===== config.mk =====
export PLATFORM = sky130hd
export DESIGN_NAME = riscv_mult_wb_buf
export DESIGN_NICKNAME = d
export VERILOG_FILES = /design/src/rtl/riscv_mult_wb_pkg.sv /design/src/rtl/riscv_mult_wb_fwd.sv /design/src/rtl/riscv_mult_wb_buf.sv
export SDC_FILE = /design/constraint.sdc
export NUM_CORES = 1
export LEC_CHECK = 0
export BUFFER_PORTS_ARGS = -buffer_cell sky130_fd_sc_hd__buf_2
export CORE_MARGIN = 3
export CORE_UTILIZATION = 45
export CTS_CLUSTER_SIZE = 28
export DETAILED_ROUTE_END_ITERATION = 16
export PLACE_DENSITY = 0.78
export SYNTH_ARGS = -nofsm -noshare
export SYNTH_HDL_FRONTEND = slang
export SYNTH_SLANG_ARGS = --single-unit

===== constraint.sdc =====
create_clock -name clk -period 1.7 [get_ports clk]
set_input_delay 0 -clock clk [delete_from_list [all_inputs] [get_ports clk]]
set_output_delay 0 -clock clk [all_outputs]
set_load 0.05 [all_outputs]

===== src/rtl/riscv_mult_wb_pkg.sv =====
// Shared types and constants for the multiplier result write-back buffer.
package riscv_mult_wb_pkg;

  localparam int unsigned MULT_WB_DEPTH  = 2;
  localparam int unsigned MULT_WB_DATA_W = 32;
  localparam int unsigned MULT_WB_ADDR_W = 5;

  // Buffer occupancy
  typedef enum logic [1:0] {
    OCC_EMPTY = 2'd0,
    OCC_ONE   = 2'd1,
    OCC_TWO   = 2'd2
  } occ_state_e;

  // One buffered result at the default core widths
  typedef struct packed {
    logic [MULT_WB_ADDR_W-1:0] rd;
    logic [MULT_WB_DATA_W-1:0] data;
  } mult_wb_entry_t;

endpackage


===== src/rtl/riscv_mult_wb_fwd.sv =====
// Two-entry tag compare with youngest-match select for operand forwarding.
// Only compiled when RISCV_MULT_WB_FWD_EN is defined.
`ifdef RISCV_MULT_WB_FWD_EN
module riscv_mult_wb_fwd
  import riscv_mult_wb_pkg::*;
#(
  parameter int unsigned DATA_WIDTH = 32,
  parameter int unsigned ADDR_WIDTH = 5
) (
  input  logic [ADDR_WIDTH-1:0]    raddr_i,
  input  logic [MULT_WB_DEPTH-1:0] vld_i,
  input  logic [ADDR_WIDTH-1:0]    rd0_i,
  input  logic [DATA_WIDTH-1:0]    data0_i,
  input  logic [ADDR_WIDTH-1:0]    rd1_i,
  input  logic [DATA_WIDTH-1:0]    data1_i,
  output logic                     hit_o,
  output logic [DATA_WIDTH-1:0]    data_o
);

  // Entry 1 is younger, so it is checked last and overrides entry 0
  always_comb begin
    hit_o  = 1'b0;
    data_o = '0;
    if (raddr_i != '0) begin
      if (vld_i[0] && (rd0_i == raddr_i)) begin
        hit_o  = 1'b1;
        data_o = data0_i;
      end
      if (vld_i[1] && (rd1_i == raddr_i)) begin
        hit_o  = 1'b1;
        data_o = data1_i;
      end
    end
  end

endmodule
`endif


===== src/rtl/riscv_mult_wb_buf.sv =====
// 2-entry in-order skid buffer between riscv_mult and the register-file write port.
// Optional operand forwarding is enabled by defining RISCV_MULT_WB_FWD_EN.
module riscv_mult_wb_buf
  import riscv_mult_wb_pkg::*;
#(
  parameter int unsigned DATA_WIDTH = 32,
  parameter int unsigned ADDR_WIDTH = 5
) (
  input  logic                  clk,
  input  logic                  rst_n,
  input  logic                  flush_i,
  input  logic                  mult_valid_i,
  input  logic [DATA_WIDTH-1:0] mult_result_i,
  input  logic [ADDR_WIDTH-1:0] mult_rd_i,
  output logic                  mult_ready_o,
  output logic                  wb_valid_o,
  output logic [ADDR_WIDTH-1:0] wb_rd_o,
  output logic [DATA_WIDTH-1:0] wb_data_o,
  input  logic                  wb_ready_i,
  input  logic [ADDR_WIDTH-1:0] fwd_raddr_i,
  output logic                  fwd_hit_o,
  output logic [DATA_WIDTH-1:0] fwd_data_o
);

  localparam logic [1:0] ST_EMPTY = OCC_EMPTY;
  localparam logic [1:0] ST_ONE   = OCC_ONE;
  localparam logic [1:0] ST_TWO   = OCC_TWO;

  typedef struct packed {
    logic [ADDR_WIDTH-1:0] rd;
    logic [DATA_WIDTH-1:0] data;
  } entry_t;

  logic [1:0] state_q, state_d;
  entry_t     head_q, head_d;
  entry_t     tail_q, tail_d;
  logic       wb_valid_q, wb_valid_d;
  logic       ready_q, ready_d;
  entry_t     in_entry;
  logic       push, pop;

  assign in_entry = '{rd: mult_rd_i, data: mult_result_i};

  // x0 results are acknowledged but never stored
  assign push = mult_valid_i & ready_q & (mult_rd_i != '0);
  assign pop  = wb_valid_q & wb_ready_i;

  always_comb begin
    state_d = state_q;
    head_d  = head_q;
    tail_d  = tail_q;
    if (flush_i) begin
      state_d = ST_EMPTY;
      head_d  = '0;
      tail_d  = '0;
    end else begin
      case (state_q)
        ST_EMPTY: begin
          if (push) begin
            head_d  = in_entry;
            state_d = ST_ONE;
          end
        end
        ST_ONE: begin
          if (push && !pop) begin
            tail_d  = in_entry;
            state_d = ST_TWO;
          end else if (pop && !push) begin
            state_d = ST_EMPTY;
          end else if (push && pop) begin
            head_d  = in_entry;
          end
        end
        ST_TWO: begin
          if (pop) begin
            head_d  = tail_q;
            state_d = ST_ONE;
          end
        end
        default: state_d = ST_EMPTY;
      endcase
    end
    // Handshake flags are registered from the next occupancy
    wb_valid_d = (state_d != ST_EMPTY);
    ready_d    = (state_d != ST_TWO);
  end

  always_ff @(posedge clk or negedge rst_n) begin
    if (!rst_n) begin
      state_q    <= ST_EMPTY;
      head_q     <= '0;
      tail_q     <= '0;
      wb_valid_q <= 1'b0;
      ready_q    <= 1'b1;
    end else begin
      state_q    <= state_d;
      head_q     <= head_d;
      tail_q     <= tail_d;
      wb_valid_q <= wb_valid_d;
      ready_q    <= ready_d;
    end
  end

  assign mult_ready_o = ready_q;
  assign wb_valid_o   = wb_valid_q;
  assign wb_rd_o      = head_q.rd;
  assign wb_data_o    = head_q.data;

`ifdef RISCV_MULT_WB_FWD_EN
  logic [MULT_WB_DEPTH-1:0] fwd_vld;
  assign fwd_vld = {(state_q == ST_TWO), wb_valid_q};

  riscv_mult_wb_fwd #(
    .DATA_WIDTH (DATA_WIDTH),
    .ADDR_WIDTH (ADDR_WIDTH)
  ) u_fwd (
    .raddr_i (fwd_raddr_i),
    .vld_i   (fwd_vld),
    .rd0_i   (head_q.rd),
    .data0_i (head_q.data),
    .rd1_i   (tail_q.rd),
    .data1_i (tail_q.data),
    .hit_o   (fwd_hit_o),
    .data_o  (fwd_data_o)
  );
`else
  logic unused_fwd_raddr;
  assign unused_fwd_raddr = ^fwd_raddr_i;
  assign fwd_hit_o        = 1'b0;
  assign fwd_data_o       = '0;
`endif

`ifndef SYNTHESIS
  // A result offered while the buffer is full is lost
  a_no_push_when_full: assert property (
    @(posedge clk) disable iff (!rst_n) !(mult_valid_i && !ready_q)
  );
`endif

endmodule

==> metrics <==
fin. max-slew vios 0; crit path launch type flip-flop; met3 wire len 471 um; FMAX 0.6132 GHz; root buffer cell clkbuf_8; RSZ-0062 raised after global routing false; Routed WL 8809 um; Cells after Synth 266; clock share of power 30.1%; delay-heaviest family, CP compound AO/OA/AOI/OAI gates; I/O pin count 119; drt wl/cell 17.41 um; filler instances 576; Final GP Congestion 0.7642; antenna violations before repair 0; first-pass GRT wire length about 14000 um; CP Capture Type flip-flop; Core Footprint 0.007447 sq mm; wire length on met1 between 3000 and 4000 um; via count 2674; CTS tree built; Setup CP Type reg2reg; FF/Latch Area a little under 0.002 sq mm; Gate power share 26.5%; vias per cell between 5 and 6; die width 94.57 um; PwrDens a little under 1000 mW/mm^2; worst setup margin 0.06913 ns; Clock Latency Late Sink 0.34 ns; final core occ 64.38%; Hold Path Depth 3; area of the multi-input gates 0.001381 sq mm; skew final 0.01038 ns; Max IR drop VDD 480.0 uV; # diodes 0; 1st-iter DRT viols ~110; uppermost layer routed met4; Final Hold Viols 0; Synth-to-Final Area Change 35.84%; Cell variety after synth 30; detailed placement HPWL 5244 um; largest net degree at the start of global routing 45; global-route usage over all layers between 20% and 30%; Yosys Warn Count 0; crit path max fanout 15; final setup fails 0; # H-tree levels 3; FP Rows 31; post-route insts no fill roughly 500; Min Hold Slack between 0.03 and 0.04 ns; met2 WL 4273 um; Crit-path slowest cell dfrtp_1; commonest non-fill, non-tap cell in the layout buf_2; dpl cells 443; FF-to-FF Start wb_valid_o; total grt overflow 0; Worst-Margin Slew 0.5656 ns; pre-CTS setup slack -0.1426 ns; Switching Share approximately a third; Clock transition at path regs 0.08 ns; Post-Syn Area 0.003530 sq mm; Die Area ~0.009 sq mm; Min-Delay Endpoint wb_rd_o[0]; clk buf depth 2; vias in the first global route ~2800; worst r2r dst wb_rd_o[0]; commonest cells after routing, fill and taps aside 79 x buf_2, 77 x dfrtp_1, 40 x dlygate4sd3_1; R2R Setup Slk 0.07 ns; initial core utilization between 40% and 50%; Die Ht 94.57 um; Worst Path Arrival 1.89 ns; setup TNS 0 ns; reg2reg path depth 7; register area share after synthesis 55.33%; Final Critical Period 1.631 ns; status completed; Max stage delay on crit path 0.39 ns; ratio of cells with drive above 1 in the final layout between 30% and 40%; CTS Buf Count 9; HP Start mult_rd_i[0]; worst path bufs/invs 3; Pint between 0.003 and 0.004 W; drt first pass iters 4; maximum capacitance violations 0; WP data required 1.96 ns; DR DRC count 0; crit share post-route 95.93%; nets 449; number of buffers added on ports 80; worst rel slew slack between 60% and 70%; Mean Syn Cell Area about 13 sq um; critical-path cell list buf_4 -> nand2_2 -> a21oi_1 -> a211oi_4 -> buf_12 -> clkbuf_16 -> o2bb2ai_1; worst hold path class in2reg; ANT nets after route 0; CTS Sinks 78; leakage power 2.272 nW; P_sw 0.001604 W; Synth Register Bits about 80; Seq pwr share 43.4%
[worst reg2reg max path, cell delays in order, from the launching register on]
cell and delay [ns]:
dfrtp_1 0.39, buf_4 0.14, nand2_2 0.13, a21oi_1 0.14
a211oi_4 0.29, buf_12 0.16, clkbuf_16 0.18, o2bb2ai_1 0.14
[cells in the mapped netlist]
cell type / n / area share (%)
dfstp_2: 1 / 0.74
clkbuf_1: 7 / 0.74
o211a_4: 1 / 0.50
or4_4: 1 / 0.32
nand2_1: 2 / 0.21
o2bb2ai_2: 1 / 0.43
conb_1: 1 / 0.11
a211oi_4: 1 / 0.57
nor2_1: 5 / 0.53
a221oi_1: 1 / 0.25
inv_1: 1 / 0.11
a22o_1: 37 / 9.2
o2bb2ai_1: 36 / 8.9
nor3_1: 1 / 0.14
or3b_2: 1 / 0.25
dfrtp_1: 77 / 55
a21oi_1: 2 / 0.28
a31oi_2: 1 / 0.35
mux2i_1: 37 / 10
buf_6: 3 / 0.96
a41oi_4: 1 / 0.78
o21a_1: 1 / 0.21
nand3_1: 2 / 0.28
buf_1: 1 / 0.11
nand2b_1: 1 / 0.18
buf_4: 36 / 7.7
o21ai_0: 1 / 0.14
o211ai_1: 1 / 0.21
and3_1: 1 / 0.18
buf_2: 4 / 0.57
[timing repair]
item,CTS,global route
setup endpoints to repair,37,53
pin swaps,0,3
gates resized for setup,2,1
hold buffers,40,0
hold endpoints to repair,114,0
buffers inserted,0,4
gates cloned,1,2
[metrics by stage]
step,total power [W],instance area (sq um)
CTS,0.004731,4674
global route,0.004961,4795
global placement,0.003200,4049
detailed placement,0.003220,4049
finish,0.004759,4795
floorplan,0.002940,3662
[kinds of logic (layout without fill, tap and decap cells)]
logic type / after synthesis / after routing / share of synthesized area [%]
AND/OR/NAND/NOR: 14 / 15 / 2.092
multiplexers: 37 / 37 / 10.49
flip-flops: 78 / 78 / 55.34
buffers and inverters: 52 / 160 / 10.14
other: 1 / 33 / 0.1062
AO/OA/AOI/OAI: 84 / 84 / 21.84
[state kept, by name, indices dropped and copies added (netlist names)]
signal,count
state_q,2
tail_q,37
wb_data_o,32
mult_ready_o,1
wb_rd_o,5
wb_valid_o,1
[power by group through the flow]
stage                     registers, W  clock network, W  logic (W)
final                          0.00206           0.00143    0.00126
after global routing           0.00208           0.00154    0.00134
after CTS                      0.00206           0.00146    0.00120
after detailed placement       0.00210                 0    0.00113
after global placement         0.00209                 0    0.00111
after floorplan                0.00240                 0   0.000540
[how the worst max path moves through the flow]
stage	start	endpoint	slack, ns	cells past startpoint
after detailed placement	wb_valid_o	tail_q[27]	-0.14	4
after floorplan	wb_valid_o	tail_q[10]	-0.05	5
after global placement	wb_valid_o	tail_q[18]	-0.09	4
final	wb_valid_o	wb_rd_o[0]	0.07	7
after CTS	wb_valid_o	tail_q[3]	0.05	4
after global routing	wb_valid_o	wb_rd_o[0]	0.01	7
[final cells by class]
class / count / area share, %
multi-input cells: 169 / 28.81
clock inverters: 5 / 1.200
well taps: 99 / 2.584
clock buffers: 11 / 3.158
inverters: 1 / 0.07829
flip-flops and latches: 78 / 40.74
repair buffers: 143 / 23.43
[metal layers]
layer  up-vias  global-route usage [%]
met5         -                       0
met4         0                   5.769
met3         6                   3.984
met2       109                   32.62
met1      1345                   27.34
li1       1214                       -
Power figures use the tool's default switching activity.
